<file path="src/rtl/gray_code_pkg.sv">
// Shared Gray-code definitions for the encode (counter) and decode (converter) sides.
// Functions operate on GRAY_N_MAX-bit values; narrower counts are zero-extended.
package gray_code_pkg;

   localparam int unsigned GRAY_N_MIN = 2;
   localparam int unsigned GRAY_N_MAX = 16;

   typedef enum logic {
      DIR_DOWN = 1'b0,
      DIR_UP   = 1'b1
   } dir_e;

   function automatic logic [GRAY_N_MAX-1:0] bin2gray(input logic [GRAY_N_MAX-1:0] b);
      return b ^ (b >> 1);
   endfunction

   function automatic logic [GRAY_N_MAX-1:0] gray2bin(input logic [GRAY_N_MAX-1:0] g);
      logic [GRAY_N_MAX-1:0] b;
      b[GRAY_N_MAX-1] = g[GRAY_N_MAX-1];
      for (int unsigned k = 0; k < GRAY_N_MAX-1; k++) begin
         b[GRAY_N_MAX-2-k] = b[GRAY_N_MAX-1-k] ^ g[GRAY_N_MAX-2-k];
      end
      return b;
   endfunction

   function automatic int unsigned popcount(input logic [GRAY_N_MAX-1:0] v);
      int unsigned c;
      c = 0;
      for (int unsigned k = 0; k < GRAY_N_MAX; k++) begin
         c += int'(v[k]);
      end
      return c;
   endfunction

endpackage

</file>
<file path="src/rtl/binary_to_gray_encoder.sv">
// Combinational N-bit binary-to-Gray encoder on the counter's next-count path.
module binary_to_gray_encoder #(
   parameter int unsigned N = 4
) (
   input  logic [N-1:0] bin,
   output logic [N-1:0] gray
);

   always_comb begin
      gray = bin ^ (bin >> 1);
   end

endmodule

</file>
<file path="src/rtl/gray_code_counter.sv">
// Registered up/down binary counter with registered Gray output and wrap pulse.
// Define GRAY_STEP_CHECK_EN to add the sticky step_err single-bit-change checker.
module gray_code_counter
   import gray_code_pkg::*;
#(
   parameter int unsigned N = 4
) (
   input  logic         clk,
   input  logic         rstn,
   input  logic         en,
   input  logic         up_dn,
   input  logic         load,
   input  logic [N-1:0] load_value,
   output logic [N-1:0] gray_value,
   output logic [N-1:0] binary_value,
   output logic         wrap
`ifdef GRAY_STEP_CHECK_EN
   ,
   output logic         step_err
`endif
);

   if (N < GRAY_N_MIN || N > GRAY_N_MAX) begin : g_bad_n
      $error("gray_code_counter: N out of range");
   end

   logic [N-1:0] cnt;
   logic [N-1:0] cnt_next;
   logic [N-1:0] gray_next;
   logic         wrap_next;
   logic         stepping;
   dir_e         dir;

   assign dir          = dir_e'(up_dn);
   assign binary_value = cnt;

   always_comb begin
      cnt_next  = cnt;
      wrap_next = 1'b0;
      stepping  = 1'b0;
      if (load) begin
         cnt_next = load_value;
      end else if (en) begin
         stepping = 1'b1;
         if (dir == DIR_UP) begin
            cnt_next  = cnt + 1'b1;
            wrap_next = (cnt == '1);
         end else begin
            cnt_next  = cnt - 1'b1;
            wrap_next = (cnt == '0);
         end
      end
   end

   binary_to_gray_encoder #(.N(N)) u_enc (
      .bin  (cnt_next),
      .gray (gray_next)
   );

   always_ff @(posedge clk or negedge rstn) begin
      if (!rstn) begin
         cnt        <= '0;
         gray_value <= '0;
         wrap       <= 1'b0;
      end else begin
         cnt        <= cnt_next;
         gray_value <= gray_next;
         wrap       <= wrap_next;
      end
   end

`ifdef GRAY_STEP_CHECK_EN
   // prev_gray is rebuilt from the package encoder, independent of u_enc.
   logic [N-1:0]            prev_gray;
   logic [GRAY_N_MAX-1:0]   next_ext;
   logic [GRAY_N_MAX-1:0]   prev_ext;
   logic [GRAY_N_MAX-1:0]   chk_gray;

   always_comb begin
      next_ext              = '0;
      next_ext[N-1:0]       = cnt_next;
      prev_ext              = '0;
      prev_ext[N-1:0]       = prev_gray;
      chk_gray              = bin2gray(next_ext);
   end

   always_ff @(posedge clk or negedge rstn) begin
      if (!rstn) begin
         prev_gray <= '0;
         step_err  <= 1'b0;
      end else begin
         prev_gray <= chk_gray[N-1:0];
         if (stepping && (popcount(prev_ext ^ chk_gray) != 1)) begin
            step_err <= 1'b1;
         end
      end
   end
`else
   logic unused_stepping;
   assign unused_stepping = stepping;
`endif

endmodule

</file>
<file path="config.mk">
export PLATFORM = sky130hd
export DESIGN_NAME = gray_code_counter
export DESIGN_NICKNAME = d
export VERILOG_FILES = /design/src/rtl/gray_code_pkg.sv /design/src/rtl/binary_to_gray_encoder.sv /design/src/rtl/gray_code_counter.sv
export SDC_FILE = /design/constraint.sdc
export NUM_CORES = 1
export LEC_CHECK = 0
export ABC_CLOCK_PERIOD_IN_PS = 3700
export CAP_MARGIN = 20
export CORE_AREA = 3 3 40 42
export DETAILED_ROUTE_END_ITERATION = 10
export DIE_AREA = 0 0 43 45
export PLACE_DENSITY = 0.68
export SYNTH_ARGS = -nofsm -noshare
export SYNTH_HDL_FRONTEND = slang
export SYNTH_SLANG_ARGS = --single-unit
</file>
<file path="constraint.sdc">
create_clock -name clk -period 3.7 [get_ports clk]
set_input_delay 0.74 -clock clk [delete_from_list [all_inputs] [get_ports clk]]
set_output_delay 0.74 -clock clk [all_outputs]
set_load 0.05 [all_outputs]
</file>
==> metrics.csv, run 1 <==
stage;metric;value;unit
synthesis;synth_seq_cells;8;
synthesis;syn-num-nets;54;
power;p_leak;0.285;nW
critical_path;crit_fanout;4;
critical_path;rr_startpoint;binary_value[2];
global_route;grt_remaining_overflow;0;
layout;final_nets;74;
clock_tree;cts_max_path_buffers;2;
critical_path;r2r_slack;2.00;ns
layout;fill_cells;134;
route;ant_nets;0;
route;routed.top_layer;met3;
sta;setup_viol;0;
power;peakVddDrop;0.000182;V
power;power_switching_share;41.7;%
route;wl_met1;353;um
sta;fmax;410;MHz
power;power_switching;0.147;mW
die;dieArea;1940;um2
critical_path;start_kind;input port;
route;drt_iter0_drc;6;
critical_path;reg2regPathDepth;5;
power;total_power;0.353;mW
synthesis;synth_cell_types;22;
route;wl_per_cell;11.4;um
route;drc;0;
route;dr_wl_met2;431;um
synthesis;ys_seq_area_share;44.2;%
global_route;grt.total_usage;9.68;%
clock_tree;clk_pin_slew;0.06;ns
hold_path;min_from;binary_value[3];
power;combPwrFrac;47.8;%
power;p_per_area;544;nW/um2
die;core;1280;um2
die;die_y;45;um
sta;rsz0062_at_grt;false;
die;row_count;13;
route;num_vias;367;
sta;slew_viol_final;0;
sta;hold_viol_final;0;
synthesis;netlist_instances;42;
layout;areaGrowthSynthToFinish;43.4;%
global_route;grt_pass1_wl;1370;um
sta;hold-worst-slack;0.657;ns
placed_design;place_inst;72;
route;routed_wl;855;um
layout;drive_above_1_share;6.67;%
synthesis;ys.warnings.count;0;
sta;period_needed;2.44;ns
hold_path;min_to;wrap;
die;die_w;43;um
die;io_pins;18;
placed_design;port_buffers;17;
global_route;antenna_found_initial;0;
power;clockPowerShare;18.7;%
sta;finalCritPeriodShare;65.9;%
run;cap_violations;0;
clock_tree;h-tree-depth;1;
synthesis;postSynthAreaPerCell;10.8;um2
clock_tree;cts_made_buffers;3;
route;viasPerCell;4.89;
clock_tree;post_cts_buffers;0;
hold_path;hold_class;register to register;
clock_tree;cts.sinks;8;
critical_path;arrival;2.56;ns
global_route;grt_pass1_vias;342;
layout;n_antenna_cell;0;
clock_tree;root_buffer;clkbuf_4;
route;wl_met3;70;um
power;power.share.sequential;33.5;%
status;status;complete, no violations;
placed_design;globalplace.congestion;0.673;
global_route;grt_max_degree;10;
hold_path;hold_depth;2;
sta;slew_headroom;66.7;%
sta;skew;0.000588;ns
clock_tree;tritoncts;done;
power;p_int;0.206;mW
route;firstDrtPassIters;3;
layout;final_cells;75;
sta;tightestPinTransition;0.498;ns
critical_path;crit_type;input port to register;
clock_tree;ctsResizeCount;0;
critical_path;cp-end-kind;register;
die;start_util;35.2;%
critical_path;required;3.82;ns
clock_tree;hold_buffers;0;
clock_tree;worstSkewPairLatency;0.24;ns
critical_path;r2r-end;gray_value[2];
synthesis;mappedNetlistArea;453;um2
sta;fin_tns_setup;0;ns
-- metal layers --
layer	track usage, %	vias to the layer above
li1	-	185
met1	10.9	169
met2	16.8	13
met3	2.39	0
met4	5.42	0
met5	0	-
-- final cells by class --
type / count / area (um2) / area share, %
Sequential cell: 8 / 200 / 30.8
Tap cell: 15 / 18.8 / 2.89
Inverter: 2 / 7.51 / 1.16
Clock buffer: 3 / 22.5 / 3.47
Timing Repair Buffer: 17 / 170 / 26.2
Multi-Input combinational cell: 30 / 230 / 35.5
-- cells in the mapped netlist (all sizes together) --
cell	instances	share of area, %
a21oi	2	2.2
ha	2	5.5
dfrtp	8	44
or3	1	2.5
o21ai	2	2.2
and3	1	1.4
a22o	1	1.9
xor2	2	3.9
nand2	2	1.7
nand3	1	1.1
or2b	1	1.7
fa	1	4.4
nor2	4	3.3
buf	2	3.3
and4b	1	2.2
inv	2	1.7
xnor2	4	7.7
a211oi	1	1.7
or4	1	1.7
mux2i	2	4.4
a31oi	1	1.4
-- state kept, by name (all words and copies together) (netlist names) --
signal,count
wrap,1
gray_value,3
binary_value,4
-- worst max-delay path, cell delays in order --
cell and delay [ns]:
clkdlybuf4s50_1 0.53, inv_1 0.11, ha_1 0.35, a21oi_1 0.19, a211oi_1 0.09, or3_4 0.40, xor2_1 0.14
-- power groups by stage --
stage	registers [mW]	clock network (mW)	logic, mW
after floorplan	0.180	0	0.0536
after global placement	0.120	0	0.169
after detailed placement	0.121	0	0.170
after CTS	0.119	0.0680	0.171
after global routing	0.121	0.0714	0.178
final	0.118	0.0659	0.169
-- how the worst max path moves through the flow --
stage / start / to / cells after the start / slack, ns
2_1_floorplan: up_dn / gray_value[2] / 6 / 1.67
3_3_place_gp: up_dn / gray_value[2] / 7 / 1.01
3_5_place_dp: up_dn / gray_value[2] / 7 / 1.0
4_1_cts: up_dn / gray_value[2] / 7 / 1.25
5_1_grt: up_dn / gray_value[2] / 7 / 1.18
6_report: up_dn / gray_value[2] / 7 / 1.26
-- placed cells by master, fill, tap and decap left out --
master	n
clkdlybuf4s50_1	17
dfrtp_1	8
nor2_1	4
xnor2_1	4
clkbuf_4	3
inv_1	2
xor2_1	2
mux2i_1	2
nand2_1	2
a21oi_1	2
ha_1	2
o21ai_1	1
o21ai_0	1
nand3_1	1
or2b_1	1
a211oi_1	1
and4b_1	1
a22o_1	1
or3_4	1
and3_1	1
or4_1	1
a31oi_1	1
fa_1	1
-- cells by family after synthesis --
logic type / synth area share (%)
AOI/OAI and AO/OA: 9.39
DFF: 44.2
xor gates and xnor gates: 11.6
adders and majority gates: 9.94
muxes: 4.42
and+or+nand+nor: 15.5
buffers and inverters: 4.97
-- metrics by stage --
stage,cell area [um2],setup WS (ns),utilization [%]
after detailed placement,627,0.999,48.8
after CTS,649,1.25,50.5
final,649,1.26,50.5
after floorplan,453,1.67,-
after global placement,627,1.01,48.8
after global routing,649,1.18,50.5
No activity file was read; power rests on OpenSTA's default activity.
==> inputs of run 2 (changes only) <==
--- a/config.mk
+++ b/config.mk
@@ -5,7 +5,7 @@
 export SDC_FILE = /design/constraint.sdc
 export NUM_CORES = 1
 export LEC_CHECK = 0
-export ABC_CLOCK_PERIOD_IN_PS = 3700
+export ABC_CLOCK_PERIOD_IN_PS = 2400
 export CAP_MARGIN = 20
 export CORE_AREA = 3 3 40 42
 export DETAILED_ROUTE_END_ITERATION = 10
==> constraint.sdc (replaced) <==
create_clock -name clk -period 2.4 [get_ports clk]
set_input_delay 0.48 -clock clk [delete_from_list [all_inputs] [get_ports clk]]
set_output_delay 0.48 -clock clk [all_outputs]
set_load 0.05 [all_outputs]
==> run 2 against run 1 <==
Cell count rose by 2.7%. Register-to-register slack got worse by 1.3 ns. Die area unchanged. Sequential share of layout area down 0.70 points. Combinational power increased by 57%. Global-route usage is 1.6 points higher. Flip-flop and latch count did not move. Via count shrank 1.1%. Sequential power grew 55%. First-iteration DRC count fell by 17%. Critical path depth unchanged. Non-clock buffer count rose by 2. Critical endpoint unchanged. Highest routed layer unchanged.
==> metrics.csv, run 2 (synthesis gave the netlist of run 1 again) <==
stage;metric;value;unit
layout;n_antenna_cell;0;
clock_tree;h-tree-depth;1;
clock_tree;cts_max_path_buffers;2;
critical_path;required;2.52;ns
layout;fill_cells;128;
route;viasPerCell;4.71;
clock_tree;cts.sinks;8;
clock_tree;cts_made_buffers;3;
power;p_per_area;824;nW/um2
route;firstDrtPassIters;3;
critical_path;start_kind;input port;
sta;rsz0062_at_grt;false;
clock_tree;worstSkewPairLatency;0.25;ns
critical_path;crit_fanout;3;
sta;hold_viol_final;0;
critical_path;slowest_stage;clkdlybuf4s50_1;
sta;setup_viol;0;
sta;fin_tns_setup;0;ns
route;routed_wl;932;um
global_route;grt.total_usage;11.3;%
critical_path;arrival;2.24;ns
status;status;complete, no violations;
route;ant_nets;0;
placed_design;globalplace.congestion;0.760;
die;io_pins;18;
layout;drive_above_1_share;9.68;%
critical_path;crit_type;input port to register;
global_route;grt_pass1_vias;347;
clock_tree;root_buffer;clkbuf_4;
global_route;grt_remaining_overflow;0;
layout;final_nets;76;
layout;largest_reg_flops;4;
clock_tree;post_cts_buffers;0;
critical_path;r2r_slack;0.68;ns
clock_tree;clk_pin_slew;0.06;ns
die;die_y;45;um
sta;fmax;472;MHz
layout;areaGrowthSynthToFinish;46.7;%
route;wl_per_cell;12.1;um
layout;final_cells;77;
power;p_leak;0.294;nW
sta;tightestPinTransition;0.501;ns
critical_path;path_cells;clkdlybuf4s50_1, inv_1, ha_1, a21oi_1, a211oi_1, or3_4, xor2_1;
placed_design;dpl.hpwl;782;um
clock_tree;ctsResizeCount;0;
die;start_util;35.2;%
critical_path;reg2regPathDepth;5;
sta;finalCritPeriodShare;88.3;%
route;num_vias;363;
layout;final_cell_mix;clkdlybuf4s50_1, dfrtp_1, nor2_1, xnor2_1, clkbuf_4;
route;drt_iter0_drc;5;
critical_path;crit_family;buffers and inverters;
sta;skew;0.0100;ns
power;peakVddDrop;0.000316;V
sta;slew_viol_final;0;
sta;worst_slack;0.281;ns
placed_design;port_buffers;17;
die;row_count;13;
run;cap_violations;0;
global_route;grt_pass1_wl;1550;um
critical_path;r2r-end;gray_value[2];
sta;hold-worst-slack;0.502;ns
sta;slew_headroom;66.5;%
clock_tree;hold_buffers;0;
hold_path;hold_class;input port to asynchronous set/reset pin;
sta;period_needed;2.12;ns
placed_design;place_inst;74;
die;dieArea;1940;um2
global_route;grt_max_degree;9;
route;drc;0;
layout;layout_commonest_cell;clkdlybuf4s50_1;
global_route;antenna_found_initial;0;
critical_path;cp-end-kind;register;
critical_path;rr_startpoint;binary_value[2];
clock_tree;tritoncts;done;
die;core;1280;um2
critical_path;cp_num_buf_inv;2;
die;die_w;43;um
critical_path;cpPeakStageDelay;0.49;ns
placed_design;post-place-ws;-0.000333;ns
run 2: cell count changes in the layout (fill, tap and decap cells not counted):
cell   delta
buf_4     +2
run 2: power breakdown:
part / internal (mW) / switching (mW) / total, mW
Combinational: 0.101 / 0.163 / 0.265
Clock: 0.0570 / 0.0428 / 0.0998
Sequential: 0.162 / 0.0216 / 0.183
Total: 0.320 / 0.228 / 0.548
run 2: stage by stage:
step / area, um2 / total power [mW] / util, %
floorplan: 453 / 0.361 / -
global placement: 642 / 0.448 / 50.0
detailed placement: 642 / 0.455 / 50.0
CTS: 664 / 0.557 / 51.7
global route: 664 / 0.585 / 51.7
finish: 664 / 0.548 / 51.7
run 2: cell type report:
cell class,count,area [um2],area share (%)
clock buffer,3,22.5,3.39
inverter,2,7.51,1.13
timing repair buffer,19,185,27.9
multi-input combinational,30,230,34.7
sequential,8,200,30.1
tap,15,18.8,2.82
run 2: worst register-to-register path: cells and delay by family, from the launching register on:
kind                       cells  cell delay [ns]
and+or+nand+nor                1             0.39
xor gates and xnor gates       1             0.16
adders and majority gates      1             0.33
DFF                            1             0.42
AOI/OAI and AO/OA              2             0.29
run 2: routing by layer:
layer / part of all wire, % / vias up / global-route usage [%] / wire length [um]
li1: - / 184 / - / -
met1: 40 / 163 / 12.2 / 372
met2: 50 / 16 / 18.6 / 465
met3: 10 / 0 / 6.77 / 95
met4: 0 / 0 / 3.61 / 0
met5: 0 / - / 0 / 0
run 2: worst max-delay path by stage:
stage | start | endpoint | slack [ns] | depth (start not counted)
2_1_floorplan | binary_value[2] | gray_value[2] | 0.50 | 5
3_3_place_gp | up_dn | gray_value[2] | 0.04 | 7
3_5_place_dp | up_dn | gray_value[2] | -0.0003 | 7
4_1_cts | up_dn | gray_value[2] | 0.26 | 7
5_1_grt | up_dn | gray_value[2] | 0.20 | 7
6_report | up_dn | gray_value[2] | 0.28 | 7
